--- src/rtl/vc_test_rand_delay_ooo_tag_sink_if.sv ---
// Valid/ready message channel into the tag sink.
interface vc_test_rand_delay_ooo_tag_sink_if #(
  parameter int unsigned p_msg_nbits = 32
);
  logic                   val;
  logic                   rdy;
  logic [p_msg_nbits-1:0] msg;

  modport master (output val, output msg, input rdy);
  modport slave  (input val, input msg, output rdy);
endinterface

--- src/rtl/vc_test_rand_delay_ooo_tag_sink.sv ---
// Self-checking response sink: random back-pressure, per-tag in-order matching
// against an expected table, sticky first-error capture.
module vc_test_rand_delay_ooo_tag_sink #(
  parameter int unsigned p_msg_nbits   = 32,
  parameter int unsigned p_num_entries = 64,
  parameter int unsigned p_tag_nbits   = 4,
  parameter int unsigned p_tag_offset  = 0,
  parameter int unsigned p_max_delay   = 0,
  parameter logic [15:0] p_seed        = 16'hACE1
) (
  input  logic                                  clk,
  input  logic                                  reset,
  input  logic                                  cfg_en,
  input  logic [$clog2(p_num_entries)-1:0]      cfg_idx,
  input  logic [p_msg_nbits-1:0]                cfg_msg,
  input  logic                                  cfg_num_en,
  input  logic [$clog2(p_num_entries+1)-1:0]    cfg_num,
  vc_test_rand_delay_ooo_tag_sink_if.slave      recv,
  output logic                                  done,
  output logic                                  err,
  output logic [1:0]                            err_code,
  output logic [p_msg_nbits-1:0]                err_msg,
  output logic [$clog2(p_num_entries+1)-1:0]    num_recv
);

  localparam int unsigned IDX_W     = $clog2(p_num_entries);
  localparam int unsigned CNT_W     = $clog2(p_num_entries + 1);
  localparam int unsigned DLY_W     = (p_max_delay > 0) ? $clog2(p_max_delay + 1) : 1;
  localparam logic [15:0] SEED      = (p_seed == 16'h0) ? 16'h1 : p_seed;
  localparam logic [15:0] LFSR_MASK = 16'hB400;
  localparam logic [15:0] DLY_MOD   = 16'(p_max_delay + 1);

  localparam logic [1:0] CODE_NO_TAG   = 2'b01;
  localparam logic [1:0] CODE_MISMATCH = 2'b10;
  localparam logic [1:0] CODE_EXTRA    = 2'b11;

  typedef enum logic {S_DELAY, S_READY} state_e;

  state_e                 state_q, state_d;
  logic [DLY_W-1:0]       dly_q, dly_d;
  logic [15:0]            lfsr_q, lfsr_d;
  logic                   rdy_q, rdy_d;
  logic [CNT_W-1:0]       exp_num_q, exp_num_d;
  logic [CNT_W-1:0]       recv_q, recv_d;
  logic [CNT_W-1:0]       mcnt_q, mcnt_d;
  logic [p_num_entries-1:0] match_q, match_d;
  logic                   err_q, err_d;
  logic [1:0]             code_q, code_d;
  logic [p_msg_nbits-1:0] emsg_q, emsg_d;
  logic                   done_q, done_d;
  logic [1:0]             hs_code;

  logic [p_msg_nbits-1:0] table_q [p_num_entries];

  logic                   hs;
  logic [p_tag_nbits-1:0] msg_tag;
  logic                   hit;
  logic [IDX_W-1:0]       hit_idx;

  assign hs      = recv.val && rdy_q;
  assign msg_tag = recv.msg[p_tag_offset +: p_tag_nbits];

  // Expected table is payload only; it is deliberately left out of reset.
  always_ff @(posedge clk) begin
    if (cfg_en) table_q[cfg_idx] <= cfg_msg;
  end

  // Lowest-index unmatched live entry carrying the incoming tag.
  always_comb begin : tag_search
    hit     = 1'b0;
    hit_idx = '0;
    for (int i = p_num_entries - 1; i >= 0; i--) begin
      if ((CNT_W'(i) < exp_num_q) && !match_q[i] &&
          (table_q[i][p_tag_offset +: p_tag_nbits] == msg_tag)) begin
        hit     = 1'b1;
        hit_idx = IDX_W'(i);
      end
    end
  end

  always_comb begin : next_state
    state_d   = state_q;
    dly_d     = dly_q;
    lfsr_d    = lfsr_q;
    exp_num_d = exp_num_q;
    recv_d    = recv_q;
    mcnt_d    = mcnt_q;
    match_d   = match_q;
    err_d     = err_q;
    code_d    = code_q;
    emsg_d    = emsg_q;
    hs_code   = 2'b00;

    case (state_q)
      S_DELAY: begin
        if (dly_q == '0) state_d = S_READY;
        else             dly_d   = dly_q - DLY_W'(1);
      end
      S_READY: begin
        if (hs) begin
          state_d = S_DELAY;
          dly_d   = DLY_W'(lfsr_q % DLY_MOD);
          lfsr_d  = {1'b0, lfsr_q[15:1]} ^ (lfsr_q[0] ? LFSR_MASK : 16'h0);
        end
      end
      default: state_d = S_DELAY;
    endcase

    if (hs) begin
      if (recv_q != '1) recv_d = recv_q + CNT_W'(1);
      if (recv_q >= exp_num_q)             hs_code = CODE_EXTRA;
      else if (!hit)                       hs_code = CODE_NO_TAG;
      else if (table_q[hit_idx] != recv.msg) hs_code = CODE_MISMATCH;
      else begin
        match_d[hit_idx] = 1'b1;
        mcnt_d           = mcnt_q + CNT_W'(1);
      end
      if ((hs_code != 2'b00) && !err_q) begin
        err_d  = 1'b1;
        code_d = hs_code;
        emsg_d = recv.msg;
      end
    end

    // Rewriting an entry re-arms it; a same-cycle match on it is discarded.
    if (cfg_en && match_d[cfg_idx]) begin
      match_d[cfg_idx] = 1'b0;
      mcnt_d           = mcnt_d - CNT_W'(1);
    end

    if (cfg_num_en) exp_num_d = cfg_num;

    rdy_d  = (state_d == S_READY);
    done_d = !err_d && (mcnt_d == exp_num_d);
  end

  always_ff @(posedge clk) begin
    if (reset) begin
      state_q   <= S_DELAY;
      dly_q     <= '0;
      lfsr_q    <= SEED;
      rdy_q     <= 1'b0;
      exp_num_q <= '0;
      recv_q    <= '0;
      mcnt_q    <= '0;
      match_q   <= '0;
      err_q     <= 1'b0;
      code_q    <= 2'b00;
      emsg_q    <= '0;
      done_q    <= 1'b1;
    end else begin
      state_q   <= state_d;
      dly_q     <= dly_d;
      lfsr_q    <= lfsr_d;
      rdy_q     <= rdy_d;
      exp_num_q <= exp_num_d;
      recv_q    <= recv_d;
      mcnt_q    <= mcnt_d;
      match_q   <= match_d;
      err_q     <= err_d;
      code_q    <= code_d;
      emsg_q    <= emsg_d;
      done_q    <= done_d;
    end
  end

  assign recv.rdy = rdy_q;
  assign done     = done_q;
  assign err      = err_q;
  assign err_code = code_q;
  assign err_msg  = emsg_q;
  assign num_recv = recv_q;

endmodule
--- src/flat_wrapper.sv ---
// flat-port wrapper written by rule: the top's interface ports become plain ports
module vc_test_rand_delay_ooo_tag_sink_flat 
#(
  parameter int unsigned p_msg_nbits   = 32,
  parameter int unsigned p_num_entries = 64,
  parameter int unsigned p_tag_nbits   = 4,
  parameter int unsigned p_tag_offset  = 0,
  parameter int unsigned p_max_delay   = 0,
  parameter logic [15:0] p_seed        = 16'hACE1
)
  (clk, reset, cfg_en, cfg_idx, cfg_msg, cfg_num_en, cfg_num, done, err, err_code, err_msg, num_recv, recv_val, recv_msg, recv_rdy);
  vc_test_rand_delay_ooo_tag_sink_if #(.p_msg_nbits(p_msg_nbits)) recv_i ();
  input  logic clk;
  input  logic reset;
  input  logic cfg_en;
  input  logic [$clog2(p_num_entries)-1:0] cfg_idx;
  input  logic [p_msg_nbits-1:0] cfg_msg;
  input  logic cfg_num_en;
  input  logic [$clog2(p_num_entries+1)-1:0] cfg_num;
  output logic done;
  output logic err;
  output logic [1:0] err_code;
  output logic [p_msg_nbits-1:0] err_msg;
  output logic [$clog2(p_num_entries+1)-1:0] num_recv;
  input wire logic [$bits(recv_i.val)-1:0] recv_val;
  input wire logic [$bits(recv_i.msg)-1:0] recv_msg;
  output wire logic [$bits(recv_i.rdy)-1:0] recv_rdy;
  assign recv_i.val = recv_val;
  assign recv_i.msg = recv_msg;
  assign recv_rdy = recv_i.rdy;
  vc_test_rand_delay_ooo_tag_sink #(.p_msg_nbits(p_msg_nbits), .p_num_entries(p_num_entries), .p_tag_nbits(p_tag_nbits), .p_tag_offset(p_tag_offset), .p_max_delay(p_max_delay), .p_seed(p_seed)) u_core (.clk(clk), .reset(reset), .cfg_en(cfg_en), .cfg_idx(cfg_idx), .cfg_msg(cfg_msg), .cfg_num_en(cfg_num_en), .cfg_num(cfg_num), .recv(recv_i), .done(done), .err(err), .err_code(err_code), .err_msg(err_msg), .num_recv(num_recv));
endmodule
--- config.mk ---
export PLATFORM = sky130hd
export DESIGN_NAME = vc_test_rand_delay_ooo_tag_sink_flat
export DESIGN_NICKNAME = d
export VERILOG_FILES = /design/src/rtl/vc_test_rand_delay_ooo_tag_sink_if.sv /design/src/rtl/vc_test_rand_delay_ooo_tag_sink.sv /design/src/flat_wrapper.sv
export SDC_FILE = /design/constraint.sdc
export NUM_CORES = 2
export LEC_CHECK = 0
export CORE_ASPECT_RATIO = 1.5
export CORE_MARGIN = 4
export CORE_UTILIZATION = 35
export CTS_CLUSTER_DIAMETER = 50
export CTS_CLUSTER_SIZE = 10
export DETAILED_ROUTE_END_ITERATION = 10
export GPL_TIMING_DRIVEN = 0
export PLACE_DENSITY = 0.51
export SYNTH_ARGS = -nofsm -noshare
export SYNTH_HDL_FRONTEND = slang
export SYNTH_SLANG_ARGS = --single-unit
--- constraint.sdc ---
create_clock -name clk -period 12.05 [get_ports clk]
set_input_delay 2.41 -clock clk [delete_from_list [all_inputs] [get_ports clk]]
set_output_delay 2.41 -clock clk [all_outputs]
set_load 0.05 [all_outputs]
After elaboration in Yosys (flattened, before gate mapping)
Memory sizes are Yosys's and may differ from the RTL's.
Index checks and enable logic that the tools add are counted.

operators by class
  add/subtract/negate cells = 4
  multipliers = 0
  div/mod/pow operators = 0
  $lt $le $gt $ge = 69
  equal/unequal tests = 68
  shift operators = 0
  muxes and demuxes = 159
  bitwise logic cells = 4
  reductions and logical operators = 203

operator list
  cell                                                        count
  two-way mux 6 bit                                           64
  two-way mux 64 bit                                          5
  equality test 4 bit                                         64
  less-than comparator 6 x 7 -> 1 bit, first input constant   32
  logical AND 1 bit                                           134
  less-than comparator 5 x 7 -> 1 bit, first input constant   16
  two-way mux 1 bit                                           75
  zero test 1 bit                                             66
  AND 64 bit                                                  1
  NOT 64 bit                                                  1
  bitwise OR 64 bit                                           1
  less-than comparator 4 x 7 -> 1 bit, first input constant   8
  two-way mux 7 bit                                           6
  inequality test 32 bit                                      1
  less-than comparator 3 x 7 -> 1 bit, first input constant   4
  adder 7 x 1 -> 7 bit, second input constant                 2
  less-than comparator 1 x 7 -> 1 bit, first input constant   2
  less-than comparator 2 x 7 -> 1 bit, first input constant   2
  less-than comparator 6 x 7 -> 1 bit, second input constant  2
  demux 1 bit (select 6 bit)                                  2
  >= comparator 6 x 1 -> 1 bit, second input constant         2
  two-way mux 2 bit                                           4
  equality test 7 bit                                         1
  >= comparator 7 bit                                         1
  other kinds (9)                                             11

word-level totals
  bits in registers = 123
  bits in latches = 0
  RAM bits = 2048
  memory bits (read-only) = 0
  input bits = 82
  output and inout port bits = 44
  word-level logic and storage cells = 518
  memories kept = 1

memory list
  name            depth  width  rd ports  clocked after memory_dff  wr ports  RTL line                               text
  u_core.table_q  64     32     65        0                         1         vc_test_rand_delay_ooo_tag_sink.sv:53  logic [p_msg_nbits-1:0] table_q [p_num_entries];

Longest topological paths before layout
  depth in word-level cells = 82
  gate-level depth with buffers = 35
  mapped depth without buffers = 25

Least setup slack after synthesis
No wires, ideal clock.

  kind = in2reg
  start = in recv_msg[0]
  end = reg u_core.done_q (netlist: u_core.done)
  arrival = 9.304 ns
  required time = 11.954 ns
  setup slack = 2.651 ns
  cell stages on the path = 30
  buffers on the path = 8
  path through = buf_2 -> buf_6 -> buf_2 -> xnor2_1 -> o21ai_0 -> or4_1 -> o2111ai_1 -> a311oi_2 -> o21a_1 -> nor2_4 -> buf_6 -> buf_6 -> buf_4 -> buf_4 -> clkbuf_1 -> nand2_1 -> and3_1 -> o31ai_1 -> o211ai_1 -> nor4_1 -> xnor2_1 -> nand3_1 -> nor4_2 -> nand3_1 -> or3_1 -> mux2i_1 -> a211oi_2 -> xnor3_1 -> or4b_1 -> o41ai_2

on the way
  longest elaborated chain between the ends = 81
  elaborated cells between the ends (all ways) = 288

ends and longest elaborated chain
  item                                                                                                              RTL line                                text
  from (decl)                                                                                                       flat_wrapper.sv:26                      input wire logic [$bits(recv_i.msg)-1:0] recv_msg;
  equality test 4 bit                                                                                               vc_test_rand_delay_ooo_tag_sink.sv:74   (table_q[i][p_tag_offset +: p_tag_nbits] == msg_tag)) begin
  logical AND 1 bit                                                                                                 vc_test_rand_delay_ooo_tag_sink.sv:73   if ((CNT_W'(i) < exp_num_q) && !match_q[i] &&
  two-way mux 6 bit (64 in series)                                                                                  vc_test_rand_delay_ooo_tag_sink.sv:73
  less-than comparator 6 x 7 -> 1 bit (not written as such) / >= comparator 6 x 1 -> 1 bit (equally long branches)  vc_test_rand_delay_ooo_tag_sink.sv:115  match_d[hit_idx] = 1'b1;
  logical AND 1 bit (not written as such)                                                                           vc_test_rand_delay_ooo_tag_sink.sv:115
  two-way mux 1 bit (not written as such)                                                                           vc_test_rand_delay_ooo_tag_sink.sv:115
  demux 1 bit (select 6 bit)                                                                                        --
  bitwise OR 64 bit (no line)                                                                                       --
  (+2 left out)                                                                                                     --
  two-way mux 64 bit                                                                                                vc_test_rand_delay_ooo_tag_sink.sv:111  if (recv_q >= exp_num_q) hs_code = CODE_EXTRA;
  two-way mux 64 bit                                                                                                vc_test_rand_delay_ooo_tag_sink.sv:109  if (hs) begin
  binary-select mux 1 bit (select 6 bit)                                                                            vc_test_rand_delay_ooo_tag_sink.sv:126  if (cfg_en && match_d[cfg_idx]) begin
  two-way mux 1 bit (not written as such)                                                                           vc_test_rand_delay_ooo_tag_sink.sv:126
  logical AND 1 bit                                                                                                 vc_test_rand_delay_ooo_tag_sink.sv:126
  two-way mux 7 bit                                                                                                 vc_test_rand_delay_ooo_tag_sink.sv:126
  equality test 7 bit                                                                                               vc_test_rand_delay_ooo_tag_sink.sv:134  done_d = !err_d && (mcnt_d == exp_num_d);
  logical AND 1 bit (*)                                                                                             vc_test_rand_delay_ooo_tag_sink.sv:134
  to (signal assigned)                                                                                              vc_test_rand_delay_ooo_tag_sink.sv:163  done_q <= done_d;
  to (decl)                                                                                                         vc_test_rand_delay_ooo_tag_sink.sv:50   logic done_q, done_d;

Every way passes the cells marked *; elsewhere a longest branch is shown, timed or not. The select of a mux whose other input is x is not followed.
A chain may end at the register's enable or synchronous reset.

Worst setup path after layout
  start = in recv_msg[3]
  end = reg u_core.done_q (netlist: u_core.done)

Same word-level chain as after synthesis.

==> run metrics <==
cts bufs inserted=277; # IOs=between 100 and 150; initial drt markers=between 10k and 15k; switching power=0.00743 W; Hold Vio Cnt, Final=0; skew final=0.0845 ns; syn_area_per_cell=14.2 µm²; gr usage total=39.2%; Worst setup EP type=register; routability cong.=1.00; fin worst setup slack=-0.0754 ns; Max Clk Rate=around 82 MHz; crit-path most repeated cell=buf_4; syn nets=6438; placed cells=~10k; PD cells=195 nW/µm²; min Tclk post-route=12.13 ns; Rows=228; period utilization=101%; number of fill cells=23.2k; count of cell types in the netlist=117; Finished Layout Cells=~11k; CTS root buf=clkbuf_16; share of synthesized registers carrying an async set or reset=0%; Primary FF master, synth=edfxtp_1; Netlist Area Pre-Place=90300 µm²; die width=423 µm; antenna violations before repair=42; DR WL/cell=51.2 µm; Lkg Pwr=35.8 nW; Slowest cell on crit path=o41ai_1; Hold Path Class=reg2reg; RSZ-0062 raised after global routing=no; relative slew slack=-2.41%; Net Sw Frac=between 30% and 40%; internal power=0.0140 W; Clock Pin Slew Worst Setup and Hold Paths=around 0.050 ns; post-detail-place hpwl=between 300 and 400 mm; kind of critical path=in2reg; clock sinks=2170; Max clock buf depth=4; Final nets=7050; flop2flop setup slack=1.33 ns; Die Y=630 µm; vias=71.5k; Area Growth Syn to Fin=22.1%; initial core utilization=between 30% and 40%; Yosys reg bits=between 2k and 2.5k; Slew Viols, Final=15; status=finished with violations; GRT overflow=0; CP startpoint kind=primary input; vias in the first global route=66.1k; ANT nets after route=0; die area=266000 µm²; failing checks=capacitance limit, slew limit, setup timing; maximum vdd ir drop=0.000128 V; combinational power share=25.5%; CTS tree=built; Seq/Total Area, Yosys=a little over two thirds; CORE AREA=257000 µm²; critical path peak fanout=19; DR pass1 iterations=8; DRC Markers=0; IO buf count=between 100 and 150; final wirelength=539 mm; CP Data Arrival Time=12.94 ns; share of layout cells above drive strength 1=19.1%; Seq pwr share=roughly two fifths; clk_lat worst skew=approximately 0.95 ns; Ys Warns=0; setup TNS=-0.573 ns; instance count of the mapped netlist=6346; CP required=12.86 ns; Crit path largest cell delay=0.76 ns; largest net degree at the start of global routing=65; global-route wire length before repair=slightly below 700 mm; number of synthesized flops with an enable pin=just over 2k; final setup vio count=12; clock power share=35.7%; maxcap violations=3; vias per cell=6.79; Worst Tran Pin Value=1.53 ns; H-tree levels=5
## cell families after synthesis
family	share of synthesized area, %
compound gates	10.2
xor+xnor	2.88
fa+ha+maj	0.139
buf+inv	2.47
flops	70.8
mux	3.76
simple gates	9.75
## final cells by class
type / count / area, µm² / area share (%)
flip-flops and latches: 2170 / 63900 / 58.0
multi-input cells: 3739 / 25600 / 23.2
clock buffers: 311 / 7320 / 6.64
repair buffers: 344 / 5470 / 4.96
well taps: 3450 / 4320 / 3.91
plain buffers: 398 / 3010 / 2.73
clock inverters: 46 / 478 / 0.433
diodes: 43 / 108 / 0.0975
inverters: 28 / 105 / 0.0953
## stage by stage
stage                     util [%]  power, W  hold WS, ns  setup WS [ns]  area (µm²)
after floorplan                  -    0.0105        0.495           2.65       90300
after global placement        37.3    0.0133        0.471          -7.22       95800
after detailed placement      39.2    0.0134        0.479          -4.81      101000
after CTS                     42.7    0.0211        0.492      0.0000178      110000
after global routing          42.9    0.0216        0.516         0.0198      110000
final                         42.9    0.0215        0.486        -0.0754      110000
## per-layer routing
layer  routed length, µm  track usage, %  vias up
met3               64100            10.9     2349
met2              235000            59.2     6917
met4               66300            38.0       18
met5                 121               0        -
met1              173000            44.3    36143
li1                    -               -    26038
## repair_timing
item / 4_1_cts / 5_1_grt
gates resized for setup: 377 / 190
setup buffers: 6 / 5
hold buffers: 0 / 0
gates cloned: 0 / 1
endpoints found under the setup margin: 107 / 69
pin swaps: 11 / 16
## flip-flops by register name, indices dropped and copies added, names as in the netlist
| register | cells |
|---|---|
| u_core.err_msg | 32 |
| u_core.match_q | 64 |
| u_core.exp_num_q | 7 |
| u_core.mcnt_q | 7 |
| u_core.table_q | 2048 |
| u_core.num_recv | 7 |
| u_core.err | 1 |
| u_core.err_code | 2 |
| u_core.state_q | 1 |
| u_core.done | 1 |
## Yosys cell counts, types with 19 or more instances
cell | n | area (µm²)
mux2_2 | 131 | 1480
a211oi_1 | 114 | 856
clkbuf_1 | 144 | 541
a21oi_1 | 105 | 526
buf_2 | 146 | 731
nand4_1 | 56 | 350
and3_1 | 45 | 282
nor2_1 | 575 | 2160
o22a_1 | 34 | 298
o211ai_1 | 29 | 218
or4_1 | 40 | 300
o221ai_1 | 98 | 858
buf_4 | 51 | 383
or2_2 | 39 | 244
o31a_1 | 25 | 219
xnor2_1 | 143 | 1250
dfxtp_1 | 122 | 2440
buf_1 | 41 | 154
o31ai_1 | 71 | 533
a32oi_1 | 19 | 166
inv_1 | 27 | 101
a31oi_1 | 58 | 363
edfxtp_1 | 2048 | 61500
nor3_1 | 128 | 641
nor4_1 | 52 | 325
buf_6 | 27 | 304
o2111ai_1 | 20 | 175
or3_1 | 67 | 419
nand2_1 | 468 | 1760
o22ai_1 | 337 | 2110
o21ai_0 | 108 | 541
and2_1 | 26 | 163
xor2_1 | 151 | 1320
nand3_1 | 240 | 1200
mux2i_1 | 177 | 1770
## path summary, 6_finish.rpt
check / end / startpoint / depth (start not counted)
max: u_core.done / recv_msg[3] / 29
min: u_core.err_msg[29] / u_core.err_msg[29] / 2
max reg2reg: u_core.done / u_core.exp_num_q[6] / 31
min reg2reg: u_core.err_msg[29] / u_core.err_msg[29] / 2
## cells in the final DEF (no fill, tap or decap), types with 47 or more instances in the layout
cell type        netlist  layout
buf_6                 27      91
nand2_1              468     462
a31oi_1               58      56
clkdlybuf4s50_1        0      84
buf_2                146      83
nand3_1              240     230
o31ai_1               71      67
buf_12                 0     170
clkbuf_1             144      78
mux2_2               131     131
nor2_4                 2      65
nand4_1               56      56
clkbuf_16              0     289
a21oi_1              105     102
or3_1                 67      67
nor2_1               575     504
a211oi_1             114     111
o21ai_0              108     102
nor3_1               128     114
dfxtp_1              122     122
edfxtp_1            2048    2048
clkbuf_2               0      47
mux2i_1              177     177
xor2_1               151     146
buf_4                 51     102
o22ai_1              337     336
xnor2_1              143     141
o221ai_1              98      96
## power by group through the flow
| stage | Clock [W] | Sequential (W) | Combinational, W |
|---|---|---|---|
| after global placement | 0 | 0.00851 | 0.00481 |
| after detailed placement | 0 | 0.00848 | 0.00493 |
| after floorplan | 0 | 0.00850 | 0.00203 |
| final | 0.00767 | 0.00833 | 0.00547 |
| after global routing | 0.00796 | 0.00833 | 0.00531 |
| after CTS | 0.00763 | 0.00833 | 0.00511 |
## worst max-delay path: cells and delay by family
| family | cells | cell delay, ns |
|---|---|---|
| compound gates | 11 | 3.97 |
| xor+xnor | 2 | 0.62 |
| buf+inv | 10 | 3.27 |
| simple gates | 6 | 2.45 |
(Power assumes the default switching activity.)
